## src/rtl/mem_arb_pkg.sv

```systemverilog
// Shared types and constants for the memory port arbiter.
package mem_arb_pkg;

  localparam int unsigned DefAddrW = 32;
  localparam int unsigned DefDataW = 32;
  localparam int unsigned NumReq   = 2;

  // One-hot grant encoding, bit 0 = fetch, bit 1 = data.
  localparam logic [NumReq-1:0] GntNone = 2'b00;
  localparam logic [NumReq-1:0] GntIf   = 2'b01;
  localparam logic [NumReq-1:0] GntD    = 2'b10;

  typedef enum logic [1:0] {
    StIdle,
    StBusyI,
    StBusyD,
    StResp
  } state_e;

endpackage

```

## src/rtl/mem_port_arbiter_if.sv

```systemverilog
// Requester and memory-side signals of the arbiter; suffixes are from the arbiter's view.
interface mem_port_arbiter_if
  import mem_arb_pkg::*;
#(
  parameter int unsigned ADDR_W = DefAddrW,
  parameter int unsigned DATA_W = DefDataW
);

  logic              if_req_i;
  logic [ADDR_W-1:0] if_addr_i;
  logic [DATA_W-1:0] if_data_o;
  logic              if_ack_o;

  logic              d_req_i;
  logic              d_we_i;
  logic [ADDR_W-1:0] d_addr_i;
  logic [DATA_W-1:0] d_wdata_i;
  logic [DATA_W-1:0] d_rdata_o;
  logic              d_ack_o;

  logic              mem_req_o;
  logic              mem_we_o;
  logic [ADDR_W-1:0] mem_addr_o;
  logic [DATA_W-1:0] mem_wdata_o;
  logic [DATA_W-1:0] mem_rdata_i;
  logic              mem_ready_i;

  modport slave (
    input  if_req_i, if_addr_i, d_req_i, d_we_i, d_addr_i, d_wdata_i, mem_rdata_i, mem_ready_i,
    output if_data_o, if_ack_o, d_rdata_o, d_ack_o, mem_req_o, mem_we_o, mem_addr_o, mem_wdata_o
  );

  modport master (
    output if_req_i, if_addr_i, d_req_i, d_we_i, d_addr_i, d_wdata_i, mem_rdata_i, mem_ready_i,
    input  if_data_o, if_ack_o, d_rdata_o, d_ack_o, mem_req_o, mem_we_o, mem_addr_o, mem_wdata_o
  );

endinterface

```

## src/rtl/mem_arb_watchdog.sv

```systemverilog
// Busy-cycle counter; timeout_o pulses on the last allowed busy cycle.
module mem_arb_watchdog
  import mem_arb_pkg::*;
#(
  parameter int unsigned TIMEOUT = 64,
  parameter int unsigned CntW    = (TIMEOUT > 1) ? $clog2(TIMEOUT) : 1
) (
  input  logic clk_i,
  input  logic rst_i,
  input  logic clr_i,
  input  logic en_i,
  output logic timeout_o
);

  logic [CntW-1:0] cnt_q, cnt_d;

  always_comb begin
    cnt_d = cnt_q;
    if (clr_i) begin
      cnt_d = '0;
    end else if (en_i) begin
      cnt_d = cnt_q + CntW'(1);
    end
  end

  always_ff @(posedge clk_i) begin
    if (rst_i) begin
      cnt_q <= '0;
    end else begin
      cnt_q <= cnt_d;
    end
  end

  assign timeout_o = en_i & (cnt_q == CntW'(TIMEOUT - 1));

endmodule

```

## src/rtl/mem_port_arbiter.sv

```systemverilog
// Arbitrates one variable-latency memory port between fetch and load/store requesters.
module mem_port_arbiter
  import mem_arb_pkg::*;
#(
  parameter int unsigned ADDR_W     = DefAddrW,
  parameter int unsigned DATA_W     = DefDataW,
  parameter int unsigned STARVE_MAX = 4,
  parameter int unsigned TIMEOUT    = 64
) (
  input  logic                     clk_i,
  input  logic                     rst_i,
  mem_port_arbiter_if.slave        bus_io,
  output logic                     stall_o,
  output logic                     err_o
);

  localparam int unsigned StarveW = $clog2(STARVE_MAX + 1);

  state_e              state_q, state_d;
  logic [StarveW-1:0]  starve_q, starve_d;
  logic                mem_req_q, mem_req_d;
  logic                mem_we_q, mem_we_d;
  logic [ADDR_W-1:0]   mem_addr_q, mem_addr_d;
  logic [DATA_W-1:0]   mem_wdata_q, mem_wdata_d;
  logic [DATA_W-1:0]   if_data_q, if_data_d;
  logic [DATA_W-1:0]   d_rdata_q, d_rdata_d;
  logic                if_ack_q, if_ack_d;
  logic                d_ack_q, d_ack_d;
  logic                err_q, err_d;
  logic [NumReq-1:0]   gnt;
  logic                busy, wd_timeout;

  assign busy = (state_q == StBusyI) || (state_q == StBusyD);

  mem_arb_watchdog #(
    .TIMEOUT(TIMEOUT)
  ) u_watchdog (
    .clk_i    (clk_i),
    .rst_i    (rst_i),
    .clr_i    (state_q == StResp),
    .en_i     (busy),
    .timeout_o(wd_timeout)
  );

  always_comb begin
    state_d     = state_q;
    starve_d    = starve_q;
    mem_req_d   = mem_req_q;
    mem_we_d    = mem_we_q;
    mem_addr_d  = mem_addr_q;
    mem_wdata_d = mem_wdata_q;
    if_data_d   = if_data_q;
    d_rdata_d   = d_rdata_q;
    if_ack_d    = 1'b0;
    d_ack_d     = 1'b0;
    err_d       = err_q;
    gnt         = GntNone;

    unique case (state_q)
      StIdle: begin
        // Data wins unless a waiting fetch has already been passed over STARVE_MAX times.
        if (bus_io.d_req_i && (!bus_io.if_req_i || (starve_q < StarveW'(STARVE_MAX)))) begin
          gnt = GntD;
        end else if (bus_io.if_req_i) begin
          gnt = GntIf;
        end

        unique case (gnt)
          GntD: begin
            state_d     = StBusyD;
            mem_req_d   = 1'b1;
            mem_we_d    = bus_io.d_we_i;
            mem_addr_d  = bus_io.d_addr_i;
            mem_wdata_d = bus_io.d_wdata_i;
            if (bus_io.if_req_i && (starve_q < StarveW'(STARVE_MAX))) begin
              starve_d = starve_q + StarveW'(1);
            end
          end
          GntIf: begin
            state_d     = StBusyI;
            mem_req_d   = 1'b1;
            mem_we_d    = 1'b0;
            mem_addr_d  = bus_io.if_addr_i;
            mem_wdata_d = '0;
            starve_d    = '0;
          end
          default: ;
        endcase
      end

      StBusyI, StBusyD: begin
        if (bus_io.mem_ready_i || wd_timeout) begin
          state_d   = StResp;
          mem_req_d = 1'b0;
          if (!bus_io.mem_ready_i) begin
            err_d = 1'b1;
          end
          if (state_q == StBusyI) begin
            if_ack_d  = 1'b1;
            if_data_d = bus_io.mem_ready_i ? bus_io.mem_rdata_i : '0;
          end else begin
            d_ack_d = 1'b1;
            if (!bus_io.mem_ready_i) begin
              d_rdata_d = '0;
            end else if (!mem_we_q) begin
              d_rdata_d = bus_io.mem_rdata_i;
            end
          end
        end
      end

      StResp: state_d = StIdle;

      default: state_d = StIdle;
    endcase
  end

  always_ff @(posedge clk_i) begin
    if (rst_i) begin
      state_q     <= StIdle;
      starve_q    <= '0;
      mem_req_q   <= 1'b0;
      mem_we_q    <= 1'b0;
      mem_addr_q  <= '0;
      mem_wdata_q <= '0;
      if_data_q   <= '0;
      d_rdata_q   <= '0;
      if_ack_q    <= 1'b0;
      d_ack_q     <= 1'b0;
      err_q       <= 1'b0;
    end else begin
      state_q     <= state_d;
      starve_q    <= starve_d;
      mem_req_q   <= mem_req_d;
      mem_we_q    <= mem_we_d;
      mem_addr_q  <= mem_addr_d;
      mem_wdata_q <= mem_wdata_d;
      if_data_q   <= if_data_d;
      d_rdata_q   <= d_rdata_d;
      if_ack_q    <= if_ack_d;
      d_ack_q     <= d_ack_d;
      err_q       <= err_d;
    end
  end

  assign bus_io.mem_req_o   = mem_req_q;
  assign bus_io.mem_we_o    = mem_we_q;
  assign bus_io.mem_addr_o  = mem_addr_q;
  assign bus_io.mem_wdata_o = mem_wdata_q;
  assign bus_io.if_data_o   = if_data_q;
  assign bus_io.d_rdata_o   = d_rdata_q;
  assign bus_io.if_ack_o    = if_ack_q;
  assign bus_io.d_ack_o     = d_ack_q;
  assign err_o              = err_q;

  assign stall_o = (bus_io.if_req_i & ~if_ack_q) | (bus_io.d_req_i & ~d_ack_q);

endmodule

```

## src/flat_wrapper.sv

```systemverilog
// flat-port wrapper written by rule: the top's interface ports become plain ports
module mem_port_arbiter_flat import mem_arb_pkg::*;
#(
  parameter int unsigned ADDR_W     = DefAddrW,
  parameter int unsigned DATA_W     = DefDataW,
  parameter int unsigned STARVE_MAX = 4,
  parameter int unsigned TIMEOUT    = 64
)
  (clk_i, rst_i, stall_o, err_o, bus_io_if_req_i, bus_io_if_addr_i, bus_io_d_req_i, bus_io_d_we_i, bus_io_d_addr_i, bus_io_d_wdata_i, bus_io_mem_rdata_i, bus_io_mem_ready_i, bus_io_if_data_o, bus_io_if_ack_o, bus_io_d_rdata_o, bus_io_d_ack_o, bus_io_mem_req_o, bus_io_mem_we_o, bus_io_mem_addr_o, bus_io_mem_wdata_o);
  mem_port_arbiter_if #(.ADDR_W(ADDR_W), .DATA_W(DATA_W)) bus_io_i ();
  input  logic clk_i;
  input  logic rst_i;
  output logic stall_o;
  output logic err_o;
  input wire logic [$bits(bus_io_i.if_req_i)-1:0] bus_io_if_req_i;
  input wire logic [$bits(bus_io_i.if_addr_i)-1:0] bus_io_if_addr_i;
  input wire logic [$bits(bus_io_i.d_req_i)-1:0] bus_io_d_req_i;
  input wire logic [$bits(bus_io_i.d_we_i)-1:0] bus_io_d_we_i;
  input wire logic [$bits(bus_io_i.d_addr_i)-1:0] bus_io_d_addr_i;
  input wire logic [$bits(bus_io_i.d_wdata_i)-1:0] bus_io_d_wdata_i;
  input wire logic [$bits(bus_io_i.mem_rdata_i)-1:0] bus_io_mem_rdata_i;
  input wire logic [$bits(bus_io_i.mem_ready_i)-1:0] bus_io_mem_ready_i;
  output wire logic [$bits(bus_io_i.if_data_o)-1:0] bus_io_if_data_o;
  output wire logic [$bits(bus_io_i.if_ack_o)-1:0] bus_io_if_ack_o;
  output wire logic [$bits(bus_io_i.d_rdata_o)-1:0] bus_io_d_rdata_o;
  output wire logic [$bits(bus_io_i.d_ack_o)-1:0] bus_io_d_ack_o;
  output wire logic [$bits(bus_io_i.mem_req_o)-1:0] bus_io_mem_req_o;
  output wire logic [$bits(bus_io_i.mem_we_o)-1:0] bus_io_mem_we_o;
  output wire logic [$bits(bus_io_i.mem_addr_o)-1:0] bus_io_mem_addr_o;
  output wire logic [$bits(bus_io_i.mem_wdata_o)-1:0] bus_io_mem_wdata_o;
  assign bus_io_i.if_req_i = bus_io_if_req_i;
  assign bus_io_i.if_addr_i = bus_io_if_addr_i;
  assign bus_io_i.d_req_i = bus_io_d_req_i;
  assign bus_io_i.d_we_i = bus_io_d_we_i;
  assign bus_io_i.d_addr_i = bus_io_d_addr_i;
  assign bus_io_i.d_wdata_i = bus_io_d_wdata_i;
  assign bus_io_i.mem_rdata_i = bus_io_mem_rdata_i;
  assign bus_io_i.mem_ready_i = bus_io_mem_ready_i;
  assign bus_io_if_data_o = bus_io_i.if_data_o;
  assign bus_io_if_ack_o = bus_io_i.if_ack_o;
  assign bus_io_d_rdata_o = bus_io_i.d_rdata_o;
  assign bus_io_d_ack_o = bus_io_i.d_ack_o;
  assign bus_io_mem_req_o = bus_io_i.mem_req_o;
  assign bus_io_mem_we_o = bus_io_i.mem_we_o;
  assign bus_io_mem_addr_o = bus_io_i.mem_addr_o;
  assign bus_io_mem_wdata_o = bus_io_i.mem_wdata_o;
  mem_port_arbiter #(.ADDR_W(ADDR_W), .DATA_W(DATA_W), .STARVE_MAX(STARVE_MAX), .TIMEOUT(TIMEOUT)) u_core (.clk_i(clk_i), .rst_i(rst_i), .bus_io(bus_io_i), .stall_o(stall_o), .err_o(err_o));
endmodule
```

## config.mk

```make
export PLATFORM = sky130hd
export DESIGN_NAME = mem_port_arbiter_flat
export DESIGN_NICKNAME = d
export VERILOG_FILES = /design/src/rtl/mem_arb_pkg.sv /design/src/rtl/mem_port_arbiter_if.sv /design/src/rtl/mem_arb_watchdog.sv /design/src/rtl/mem_port_arbiter.sv /design/src/flat_wrapper.sv
export SDC_FILE = /design/constraint.sdc
export NUM_CORES = 1
export LEC_CHECK = 0
export CAP_MARGIN = 25
export CORE_MARGIN = 5
export CORE_UTILIZATION = 40
export DETAILED_ROUTE_END_ITERATION = 16
export PLACE_DENSITY_LB_ADDON = 0.1
export SYNTH_ARGS = -nofsm -noshare
export SYNTH_HDL_FRONTEND = slang
export SYNTH_SLANG_ARGS = --single-unit
export TNS_END_PERCENT = 30
```

## constraint.sdc

```tcl
create_clock -name clk_i -period 2.5 [get_ports clk_i]
set_clock_uncertainty 0.2 [all_clocks]
set_input_delay 0.375 -clock clk_i [delete_from_list [all_inputs] [get_ports clk_i]]
set_output_delay 0.375 -clock clk_i [all_outputs]
set_load 0.01 [all_outputs]
```

==> impl_summary.txt, run 1 <==
----------------------------------------------------
[Final layout]
  Layout overhead on the synthesized area ... 54.4%
  Number of inserted diodes ... 0
  Net count, final ... 1,057
  Fraction of layout instances using a drive strength above 1 ... 0.0709
  Multi-input combinational cell area ... 2830 um^2
  Sequential Area ... 2880 um^2
  Total of fill cells in the finished design ... 1,274

[Timing]
  Time the worst path needs with I/O delays and setup ... 2260 ps
  Slew at the pin with the worst max-slew slack ... 701 ps
  RSZ-0062 raised after global routing ... false
  Setup TNS ... 0 ps
  Part of the cycle the worst path needs ... 0.905
  Max Clk Rate ... 0.442 GHz
  Fin. Hold Viols ... 0
  Max-slew violation count ... 0
  Final setup violation count ... 0
  Setup slack of the critical path after layout ... 238 ps
  Worst slew slack as a fraction of its limit ... 0.532

[Route]
  TritonRoute pass-1 iters ... 5
  1st-iter DRT viols ... 384
  Overall via count from detail_route ... 6,520
  Total length of routed wires ... 21.2 mm
  WL/cell ... 19.0 um
  Remaining antenna violation count after routing ... 0
  Average vias per placed instance ... 5.83
  Remaining design rule violation count ... 0

[GRT]
  Largest net degree at the start of global routing ... 66
  GR Util met2 ... 0.372
  Global-route wire length before repair ... 33.3 mm
  Number of antenna violations at the first check in global routing ... 0
  Overflow after GRT ... 0
  GR Layer Usage met3 ... 0.0683
  Top Usage Layer GRT ... met2
  GR Layer Usage met1 ... 0.271
  Vias in the first global route ... 6,624
  All-layer global routing usage ... 0.226

[Placement]
  Gpl congestion ... 0.818
  Placement Setup Slack ... 111 ps
  Estimated wirelength of the detail-placed design ... 14.5 mm
  Input/output buffers ... 267

[Die]
  Die height ... 134 um
  Die Outline Area ... 17,900 um^2
  I/O pin total ... 268
  Die outline width ... 134 um
  Std-Cell Rows ... 45
  Initial core utilization ... 0.405
  CORE AREA ... 15,100 um^2

[Power and ir drop]
  Power per Cell Area ... 940 nW/um^2
  Leakage power ... 0.00323 uW
  IR Drop Worst-Case VDD ... 0.652 mV

[Worst hold path]
  Type of the most critical hold path ... flop to flop

[Critical path]
  Cells traversed along the worst timing path ... clkdlybuf4s50_1, inv_1, o22ai_1, clkdlybuf4s50_1
  Endpoint kind of the worst setup timing path ... primary output
  Startpoint Class ... input port
  Count of buffering cells on the critical path with inverters included ... 3
  Start-to-end type of the worst setup path ... input port to primary output
  Stage delay of the slowest cell on the critical path ... 600 ps
  Family of cells with the greatest summed delay on the critical path ... buffers and inverters
  Critical Path Slowest Stage Cell ... sky130_fd_sc_hd__clkdlybuf4s50_1
  Highest net fanout along the worst path ... 2
  Crit-path most repeated cell ... sky130_fd_sc_hd__clkdlybuf4s50_1
  Required time of the worst setup path ... 1920 ps
  Signal arrival time at the worst endpoint ... 1690 ps

[Run status]
  Result of the run ... completed

[Clock tree]
  Clock transition time at the flip-flop clock pins of the worst setup and hold paths ... 60 ps
  Root Buffer ... sky130_fd_sc_hd__clkbuf_16
  # H-tree levels ... 4
  Maximum buffer depth of the clock tree ... 2
  Clock latency at the later pin of the worst-skew pair ... 420 ps
  CTS Hold Buffers Added ... 0
  Post-cts sizing count ... 0
  Post-CTS Repair Setup Buffers ... 0
  Number of buffers added by the clock tree synthesis step ... 17
  Number of sinks on the clock net ... 144
  CTS tree ... done

[Synthesis]
  Cell type contributing the most total cell area after synthesis ... sky130_fd_sc_hd__dfxtp_1
  Cell area after synthesis ... 6140 um^2
  Number of distinct library cells after synthesis ... 45
  Number of enable-type register cells in the synthesized netlist ... 0
  Share of the synthesized area in the top cell type ... 0.470
  Mean Syn Cell Area ... 8.89 um^2
  Count of mapped cells out of synthesis ... 690
  Cell types occupying the most area after synthesis ... sky130_fd_sc_hd__dfxtp_1, sky130_fd_sc_hd__a21oi_1, sky130_fd_sc_hd__a32oi_1
  Predominant post-synthesis flop cell ... sky130_fd_sc_hd__dfxtp_1
  Yosys warning count ... 0
  Sequential fraction of the synthesis area ... 0.470
  Syn nets ... 829
  Flip-flop and latch count after synthesis ... 144
  Async SR Flop Fraction ... 0

[Flow run]
  Max capacitance violation total ... 0

----------------------------------------------------
worst reg2reg max path, stage by stage, from the launching register on:
cell	delay (ps)
sky130_fd_sc_hd__dfxtp_1	380
sky130_fd_sc_hd__inv_1	90
sky130_fd_sc_hd__ha_1	470
sky130_fd_sc_hd__nand2_1	110
sky130_fd_sc_hd__buf_4	220
sky130_fd_sc_hd__o311ai_0	400
sky130_fd_sc_hd__a21oi_1	130
final timing paths:
path | from | end | slack (ps) | cells after the start
worst max-delay path | bus_io_if_req_i | stall_o | 240 | 4
worst min-delay path | u_core.starve_q[1]$_SDFFE_PP0P_ | u_core.starve_q[1]$_SDFFE_PP0P_ | 270 | 2
worst max register to register | u_core.state_q[0]$_SDFFE_PP0P_ | u_core.bus_io.d_rdata_o[15]$_SDFFE_PP0P_ | 380 | 6
worst min register to register | u_core.starve_q[1]$_SDFFE_PP0P_ | u_core.starve_q[1]$_SDFFE_PP0P_ | 270 | 2
routing by layer:
metal	routed length [um]	up-vias	part of all wire
met5	0	-	0
met4	754	0	0.035
met3	1650	48	0.078
met2	10300	274	0.48
met1	8540	3129	0.40
li1	-	3069	-
registers in the layout, indices dropped and copies added (netlist names), 2 cells and up:
| signal | cells |
|---|---|
| u_core.state_q | 2 |
| u_core.starve_q | 3 |
| u_core.u_watchdog.cnt_q | 6 |
| u_core.bus_io.d_rdata_o | 32 |
| u_core.bus_io.if_data_o | 32 |
| u_core.bus_io.mem_addr_o | 32 |
| u_core.bus_io.mem_wdata_o | 32 |
cell type report:
cell class | instances | area share
clock buffer | 22 | 0.0500
multi-input combinational | 455 | 0.299
clock inverter | 10 | 0.00911
timing repair buffer | 293 | 0.310
sequential | 144 | 0.304
inverter | 7 | 0.00277
tap | 188 | 0.0248
cell usage in the layout (no fill, tap or decap), drive strengths merged, types with 27 or more instances in the layout:
cell type      netlist  routed
clkdlybuf4s50        0     266
dfxtp              144     144
nor2                72      72
a21oi               68      68
nand2               40      40
o21ai               36      36
nand3               34      34
a32oi               33      33
a311oi              32      32
a22oi               32      32
o211ai              32      32
o311ai              32      32
buf                 56      27
synthesized netlist by cell type (2+ instances only):
cell type / instances
sky130_fd_sc_hd__a311oi_1: 32
sky130_fd_sc_hd__nor3_1: 3
sky130_fd_sc_hd__a211oi_2: 2
sky130_fd_sc_hd__dfxtp_1: 144
sky130_fd_sc_hd__or4_1: 2
sky130_fd_sc_hd__nand2_1: 40
sky130_fd_sc_hd__a21o_1: 2
sky130_fd_sc_hd__inv_1: 7
sky130_fd_sc_hd__nor2_1: 72
sky130_fd_sc_hd__buf_4: 11
sky130_fd_sc_hd__a32oi_1: 33
sky130_fd_sc_hd__xor2_1: 3
sky130_fd_sc_hd__clkbuf_2: 3
sky130_fd_sc_hd__mux2i_1: 2
sky130_fd_sc_hd__nand3_1: 34
sky130_fd_sc_hd__ha_1: 5
sky130_fd_sc_hd__o21ai_0: 35
sky130_fd_sc_hd__a21oi_1: 68
sky130_fd_sc_hd__nand4_1: 3
sky130_fd_sc_hd__clkbuf_1: 25
sky130_fd_sc_hd__o311ai_0: 28
sky130_fd_sc_hd__a22oi_1: 32
sky130_fd_sc_hd__buf_2: 38
sky130_fd_sc_hd__buf_1: 6
sky130_fd_sc_hd__o211ai_1: 32
sky130_fd_sc_hd__o311ai_1: 4
sky130_fd_sc_hd__o21ba_2: 2
sky130_fd_sc_hd__nand2b_1: 4
sky130_fd_sc_hd__nor3b_1: 2
kinds of logic after synthesis:
family	count (synthesis)	share of synthesized area
adders and majority gates	5	0.0102
DFF	144	0.470
AOI/OAI and AO/OA	276	0.318
xor gates and xnor gates	4	0.00571
muxes	2	0.00326
and+or+nand+nor	168	0.121
buffers and inverters	91	0.0720
metrics by stage:
step | std cells | total power [uW] | hold WS [ps] | utilization | cell area (um^2)
global route | 1119 | 9390 | 294 | 0.626 | 9480
finish | 1119 | 8910 | 265 | 0.626 | 9480
CTS | 1119 | 8960 | 264 | 0.626 | 9480
floorplan | 690 | 4950 | 236 | - | 6140
detailed placement | 1087 | 6550 | 258 | 0.589 | 8920
global placement | 1087 | 6430 | 248 | 0.589 | 8920
where the power goes:
group | internal [uW] | leakage, uW | switching, uW
sequential | 2800 | 0.00118 | 316
combinational | 1700 | 0.00178 | 1700
clock | 1440 | 0.000272 | 964
total | 5930 | 0.00323 | 2980
(Power assumes the default switching activity.)
==> run 2, diff against run 1 <==
--- a/config.mk
+++ b/config.mk
@@ -7,9 +7,10 @@
 export LEC_CHECK = 0
 export CAP_MARGIN = 25
 export CORE_MARGIN = 5
-export CORE_UTILIZATION = 40
+export CORE_UTILIZATION = 28
 export DETAILED_ROUTE_END_ITERATION = 16
 export PLACE_DENSITY_LB_ADDON = 0.1
+export SLEW_MARGIN = 20
 export SYNTH_ARGS = -nofsm -noshare
 export SYNTH_HDL_FRONTEND = slang
 export SYNTH_SLANG_ARGS = --single-unit
==> run 2 against run 1 <==
Net effect: maximum frequency is 5.8% lower; sequential share of layout area is 0.82 points lower; critical path depth stayed put; sequential power hardly changed; worst setup slack worse by 140 ps; critical path type unchanged; critical endpoint unchanged; largest power group unchanged; highest routed layer unchanged.
==> impl_summary.txt, run 2 (synthesis gave the netlist of run 1 again) <==
----------------------------------------------------
[Timing]
  Max Clk Rate ... 0.416 GHz (was 0.442 GHz)
  Max-slew violation count ... 0 (unchanged)
  Time the worst path needs with I/O delays and setup ... 2400 ps (was 2260 ps)
  Setup TNS ... 0 ps (unchanged)
  Fin. Hold Viols ... 0 (unchanged)
  Setup slack of the critical path after layout ... 98.5 ps (was 238 ps)
  Part of the cycle the worst path needs ... 0.961 (was 0.905)
  Worst slew slack as a fraction of its limit ... 0.582 (was 0.532)
  Slew at the pin with the worst max-slew slack ... 627 ps (was 701 ps)
  RSZ-0062 raised after global routing ... false (unchanged)
  Final setup violation count ... 0 (unchanged)

[Final layout]
  Net count, final ... 1,064 (was 1,057)
  Fraction of layout instances using a drive strength above 1 ... 0.0789 (was 0.0709)
  Final Core Density ... 0.449 (was 0.626)
  Number of inserted diodes ... 0 (unchanged)
  Sequential Area ... 2880 um^2 (unchanged)
  Most frequent standard cell in the layout excluding fill and tap cells ... sky130_fd_sc_hd__clkdlybuf4s50_1 (unchanged)
  Finished Cell Area ... 9740 um^2 (was 9480 um^2)
  Total of fill cells in the finished design ... 2,123 (was 1,274)
  Commonest cells after routing, fill and taps aside ... sky130_fd_sc_hd__clkdlybuf4s50_1, sky130_fd_sc_hd__dfxtp_1, sky130_fd_sc_hd__nor2_1 (unchanged)
  Multi-input combinational cell area ... 2830 um^2 (unchanged)
  Layout overhead on the synthesized area ... 58.7% (was 54.4%)

[Critical path]
  Count of buffering cells on the critical path with inverters included ... 3 (unchanged)
  First element of the critical path ... bus_io_d_req_i (was bus_io_if_req_i)
  Start-to-end type of the worst setup path ... input port to primary output (unchanged)
  Path length in cells of the critical path ... 4 (unchanged)
  Endpoint of the worst-slack reg-to-reg timing path ... u_core.bus_io.d_rdata_o[8]$_SDFFE_PP0P_ (was u_core.bus_io.d_rdata_o[15]$_SDFFE_PP0P_)
  Critical Path Slowest Stage Cell ... sky130_fd_sc_hd__clkdlybuf4s50_1 (unchanged)
  Family of cells with the greatest summed delay on the critical path ... buffers and inverters (unchanged)
  Startpoint Class ... input port (unchanged)
  R2R Path Start ... u_core.state_q[0]$_SDFFE_PP0P_ (unchanged)
  Reg2Reg Depth ... 7 (was 6)
  Cells traversed along the worst timing path ... clkdlybuf4s50_1, inv_1, o22ai_1, clkdlybuf4s50_1 (unchanged)
  Highest net fanout along the worst path ... 5 (was 2)
  Register-to-register setup slack ... 370 ps (was 380 ps)
  Stage delay of the slowest cell on the critical path ... 600 ps (about the same)
  Endpoint kind of the worst setup timing path ... primary output (unchanged)
  Signal arrival time at the worst endpoint ... 1830 ps (was 1690 ps)
  Crit-path most repeated cell ... sky130_fd_sc_hd__clkdlybuf4s50_1 (unchanged)
  Required time of the worst setup path ... 1920 ps (about the same)

[Die]
  Std-Cell Rows ... 54 (was 45)
  I/O pin total ... 268 (unchanged)
  Die height ... 158 um (was 134 um)
  Die outline width ... 158 um (was 134 um)
  Initial core utilization ... 0.283 (was 0.405)
  Die Outline Area ... 25,000 um^2 (was 17,900 um^2)
  CORE AREA ... 21,700 um^2 (was 15,100 um^2)

[Clock tree]
  Post-cts sizing count ... 0 (unchanged)
  CTS Hold Buffers Added ... 0 (unchanged)
  Clock transition time at the flip-flop clock pins of the worst setup and hold paths ... 60 ps (about the same)
  Clock latency at the later pin of the worst-skew pair ... 410 ps (was 420 ps)
  Root Buffer ... sky130_fd_sc_hd__clkbuf_16 (unchanged)
  CTS tree ... done (unchanged)
  Maximum buffer depth of the clock tree ... 2 (unchanged)
  Number of buffers added by the clock tree synthesis step ... 17 (unchanged)
  # H-tree levels ... 4 (unchanged)
  Number of sinks on the clock net ... 144 (unchanged)
  Post-CTS Repair Setup Buffers ... 0 (unchanged)

[Worst hold path]
  Startpoint of the lowest-slack hold path ... u_core.starve_q[1]$_SDFFE_PP0P_ (unchanged)
  Hold depth ... 2 (unchanged)
  Type of the most critical hold path ... flop to flop (unchanged)
  Capture endpoint of the worst hold path ... u_core.starve_q[1]$_SDFFE_PP0P_ (unchanged)

[Route]
  WL/cell ... 18.6 um (was 19.0 um)
  Total length of routed wires ... 22.7 mm (was 21.2 mm)
  1st-iter DRT viols ... 364 (was 384)
  TritonRoute pass-1 iters ... 5 (unchanged)
  Remaining antenna violation count after routing ... 0 (unchanged)
  Average vias per placed instance ... 5.15 (was 5.83)
  Overall via count from detail_route ... 6,268 (was 6,520)
  Remaining design rule violation count ... 0 (unchanged)

[GRT]
  Overflow after GRT ... 0 (unchanged)
  Vias in the first global route ... 6,085 (was 6,624)
  Number of antenna violations at the first check in global routing ... 0 (unchanged)
  Global-route wire length before repair ... 34.9 mm (was 33.3 mm)
  Largest net degree at the start of global routing ... 53 (was 66)
  All-layer global routing usage ... 0.174 (was 0.226)

[Power and ir drop]
  Power consumption ... 9340 uW (was 8910 uW)
  Leakage power ... 0.00330 uW (was 0.00323 uW)
  IR Drop Worst-Case VDD ... 0.444 mV (was 0.652 mV)
  Power per Cell Area ... 959 nW/um^2 (was 940 nW/um^2)

[Placement]
  Post-DP Area ... 9110 um^2 (was 8920 um^2)
  Gpl congestion ... 0.724 (was 0.818)
  Placement Setup Slack ... 87.0 ps (was 111 ps)
  Estimated wirelength of the detail-placed design ... 15.3 mm (was 14.5 mm)
  Input/output buffers ... 267 (unchanged)

[Flow run]
  Max capacitance violation total ... 0 (unchanged)

[Run status]
  Result of the run ... completed (unchanged)

----------------------------------------------------
[run 2: cell types whose count changed in the layout (fill, tap and decap cells not counted), sizes merged]
cell      change
clkbuf        -3
clkinv        -2
inv           +1
bufinv        +3
buf           +7
clkinvlp      +1
[run 2: metal layers]
layer / global-route usage / routed length (um)
met4: 0.0524 / 389
met1: 0.231 / 9910
met2: 0.274 / 10500
met3: 0.0528 / 1830
met5: 0 / 0
[run 2: power breakdown]
part / internal [uW] / switching (uW)
clock: 1700 / 1050
combinational: 1760 / 1720
sequential: 2800 / 301
[run 2: area by class of cell]
class | count | area share
clock buffer | 19 | 0.0455
clock inverter | 13 | 0.0191
inverter | 7 | 0.00270
multi-input combinational | 455 | 0.291
sequential | 144 | 0.296
tap | 280 | 0.0360
timing repair buffer | 300 | 0.310
[run 2: tightest hold or removal path, stage by stage, from the launching register on]
cell	delay (ps)
sky130_fd_sc_hd__dfxtp_1	310
sky130_fd_sc_hd__nand2_1	50
sky130_fd_sc_hd__a21oi_1	50
[run 2: worst max-delay path by stage]
stage	to	slack, ps
2_1_floorplan	u_core.bus_io.d_rdata_o[24]$_SDFFE_PP0P_	710
3_3_place_gp	stall_o	130
3_5_place_dp	stall_o	90
4_1_cts	stall_o	80
5_1_grt	stall_o	30
6_report	stall_o	100
[run 2: per-stage QoR]
stage | hold slack (ps) | cells
6_report | 258 | 1218
3_5_place_dp | 250 | 1186
3_3_place_gp | 247 | 1186
4_1_cts | 248 | 1218
5_1_grt | 275 | 1218
2_1_floorplan | 236 | 690
==> run 3, diff against run 2 <==
--- a/config.mk
+++ b/config.mk
@@ -7,7 +7,7 @@
 export LEC_CHECK = 0
 export CAP_MARGIN = 25
 export CORE_MARGIN = 5
-export CORE_UTILIZATION = 28
+export CORE_UTILIZATION = 42
 export DETAILED_ROUTE_END_ITERATION = 16
 export PLACE_DENSITY_LB_ADDON = 0.1
 export SLEW_MARGIN = 20
==> run 3 against run 2 <==
Net effect: non-clock buffer count down 5; routed wire length is 6.1% lower; global-route usage is 6.5 points higher; worst setup slack gained 110 ps; critical path type unchanged; highest routed layer unchanged.
==> impl_summary.txt, run 3 (synthesis gave the netlist of run 1 again) <==
----------------------------------------------------
[Run status]
  Result of the run ... completed (unchanged)

[Placement]
  Input/output buffers ... 267 (unchanged)
  Gpl congestion ... 0.805 (was 0.724)
  Estimated wirelength of the detail-placed design ... 14.6 mm (was 15.3 mm)
  Placed Cells ... 1,085 (was 1,186)

[Clock tree]
  # H-tree levels ... 4 (unchanged)
  Number of buffers added by the clock tree synthesis step ... 17 (unchanged)
  Number of sinks on the clock net ... 144 (unchanged)
  CTS tree ... done (unchanged)
  Clock transition time at the flip-flop clock pins of the worst setup and hold paths ... 60 ps (about the same)
  Post-CTS Repair Setup Buffers ... 0 (unchanged)
  Maximum buffer depth of the clock tree ... 2 (unchanged)
  Root Buffer ... sky130_fd_sc_hd__clkbuf_16 (unchanged)
  Post-cts sizing count ... 0 (unchanged)
  CTS Hold Buffers Added ... 0 (unchanged)
  Clock latency at the later pin of the worst-skew pair ... 410 ps (about the same)

[Route]
  Total length of routed wires ... 21.3 mm (was 22.7 mm)
  Average vias per placed instance ... 5.81 (was 5.15)
  WL/cell ... 19.1 um (was 18.6 um)
  Remaining design rule violation count ... 0 (unchanged)
  Remaining antenna violation count after routing ... 0 (unchanged)
  Overall via count from detail_route ... 6,493 (was 6,268)
  1st-iter DRT viols ... 593 (was 364)
  TritonRoute pass-1 iters ... 5 (unchanged)

[GRT]
  Vias in the first global route ... 6,393 (was 6,085)
  Global-route wire length before repair ... 33.1 mm (was 34.9 mm)
  Largest net degree at the start of global routing ... 65 (was 53)
  Overflow after GRT ... 0 (unchanged)
  Number of antenna violations at the first check in global routing ... 0 (unchanged)
  All-layer global routing usage ... 0.239 (was 0.174)

[Final layout]
  Net count, final ... 1,059 (was 1,064)
  Final non-filler cell total ... 1,117 (was 1,218)
  Commonest cells after routing, fill and taps aside ... sky130_fd_sc_hd__clkdlybuf4s50_1, sky130_fd_sc_hd__dfxtp_1, sky130_fd_sc_hd__nor2_1 (unchanged)
  Layout overhead on the synthesized area ... 54.8% (was 58.7%)
  Most frequent standard cell in the layout excluding fill and tap cells ... sky130_fd_sc_hd__clkdlybuf4s50_1 (unchanged)
  Final Core Density ... 0.659 (was 0.449)
  Number of inserted diodes ... 0 (unchanged)
  Fraction of layout instances using a drive strength above 1 ... 0.0729 (was 0.0789)

[Worst hold path]
  Startpoint of the lowest-slack hold path ... u_core.starve_q[1]$_SDFFE_PP0P_ (unchanged)
  Hold depth ... 2 (unchanged)
  Type of the most critical hold path ... flop to flop (unchanged)
  Capture endpoint of the worst hold path ... u_core.starve_q[1]$_SDFFE_PP0P_ (unchanged)

[Critical path]
  Reg2Reg Depth ... 6 (was 7)
  R2R Path Start ... u_core.state_q[0]$_SDFFE_PP0P_ (unchanged)
  Register-to-register setup slack ... 390 ps (was 370 ps)
  Count of buffering cells on the critical path with inverters included ... 3 (unchanged)
  Startpoint Class ... input port (unchanged)
  Highest net fanout along the worst path ... 2 (was 5)
  Signal arrival time at the worst endpoint ... 1710 ps (was 1830 ps)
  Family of cells with the greatest summed delay on the critical path ... buffers and inverters (unchanged)
  Endpoint of the worst-slack reg-to-reg timing path ... u_core.bus_io.d_rdata_o[15]$_SDFFE_PP0P_ (was u_core.bus_io.d_rdata_o[8]$_SDFFE_PP0P_)
  Stage delay of the slowest cell on the critical path ... 580 ps (was 600 ps)
  Critical Path Slowest Stage Cell ... sky130_fd_sc_hd__clkdlybuf4s50_1 (unchanged)
  Cells traversed along the worst timing path ... clkdlybuf4s50_1, inv_1, o22ai_1, clkdlybuf4s50_1 (unchanged)
  Required time of the worst setup path ... 1920 ps (about the same)
  Endpoint kind of the worst setup timing path ... primary output (unchanged)
  Start-to-end type of the worst setup path ... input port to primary output (unchanged)
  Crit-path most repeated cell ... sky130_fd_sc_hd__clkdlybuf4s50_1 (unchanged)

[Timing]
  Worst slew slack as a fraction of its limit ... 0.538 (was 0.582)
  Part of the cycle the worst path needs ... 0.916 (was 0.961)
  Final Hold Slack ... 266 ps (was 258 ps)
  Max Clk Rate ... 0.437 GHz (was 0.416 GHz)
  RSZ-0062 raised after global routing ... false (unchanged)
  Max-slew violation count ... 0 (unchanged)
  Fin. Hold Viols ... 0 (unchanged)
  Slew at the pin with the worst max-slew slack ... 692 ps (was 627 ps)
  Setup TNS ... 0 ps (unchanged)
  Final setup violation count ... 0 (unchanged)
  Time the worst path needs with I/O delays and setup ... 2290 ps (was 2400 ps)

[Die]
  Std-Cell Rows ... 44 (was 54)
  Die height ... 131 um (was 158 um)
  Initial core utilization ... 0.425 (was 0.283)
  Die outline width ... 131 um (was 158 um)
  Die Outline Area ... 17,100 um^2 (was 25,000 um^2)
  I/O pin total ... 268 (unchanged)
  CORE AREA ... 14,400 um^2 (was 21,700 um^2)

[Power and ir drop]
  Leakage power ... 0.00325 uW (was 0.00330 uW)
  Power per Cell Area ... 965 nW/um^2 (was 959 nW/um^2)
  IR Drop Worst-Case VDD ... 0.562 mV (was 0.444 mV)

[Flow run]
  Max capacitance violation total ... 0 (unchanged)

----------------------------------------------------
==> run 3: cell count changes in the layout (fill, tap and decap cells not counted) <==
cell	change
sky130_fd_sc_hd__buf_12	-5
sky130_fd_sc_hd__clkinv_2	+4
sky130_fd_sc_hd__clkinv_4	-2
sky130_fd_sc_hd__clkinvlp_4	-2
sky130_fd_sc_hd__clkbuf_1	+1
sky130_fd_sc_hd__inv_6	-1
==> run 3: report_power, final <==
group / internal, uW / switching (uW) / total [uW]
Combinational: 1700 / 1710 / 3410
Sequential: 2800 / 323 / 3120
Clock: 1680 / 950 / 2630
==> run 3: layer usage <==
layer | track usage | up-vias | wire length, um
li1 | - | 3086 | -
met1 | 0.292 | 3072 | 8300
met2 | 0.397 | 298 | 10500
met3 | 0.0699 | 37 | 1960
met4 | 0.0938 | 0 | 485
met5 | 0 | - | 0
==> run 3: metrics by stage <==
stage / setup slack, ps / power, uW / instance area (um^2)
2_1_floorplan: 712 / 4950 / 6140
3_3_place_gp: 183 / 6450 / 8890
3_5_place_dp: 107 / 6560 / 8890
4_1_cts: 196 / 9210 / 9500
5_1_grt: 134 / 9670 / 9500
6_report: 211 / 9160 / 9500
==> run 3: worst max-delay path by stage <==
stage	start	end	depth (start not counted)
after floorplan	u_core.state_q[0]$_SDFFE_PP0P_	u_core.bus_io.d_rdata_o[24]$_SDFFE_PP0P_	6
after global placement	bus_io_if_req_i	stall_o	4
after detailed placement	bus_io_if_req_i	u_core.bus_io.mem_addr_o[12]$_SDFFE_PP0P_	6
after CTS	bus_io_if_req_i	stall_o	4
after global routing	bus_io_if_req_i	stall_o	4
final	bus_io_if_req_i	stall_o	4
==> run 3: worst register-to-register path, delay by kind of cell (launching register included) <==
kind | cells | cell delay, ps
and+or+nand+nor | 1 | 330
buffers and inverters | 2 | 370
adders and majority gates | 1 | 400
AOI/OAI and AO/OA | 2 | 300
DFF | 1 | 360
==> run 3: final cells by class <==
| cell class | instances | area, um^2 |
|---|---|---|
| multi-input cells | 455 | 2830 |
| fillers | 1189 | 4920 |
| clock inverters | 12 | 165 |
| flip-flops and latches | 144 | 2880 |
| inverters | 7 | 26.3 |
| repair buffers | 295 | 2920 |
| clock buffers | 20 | 447 |
| well taps | 184 | 230 |
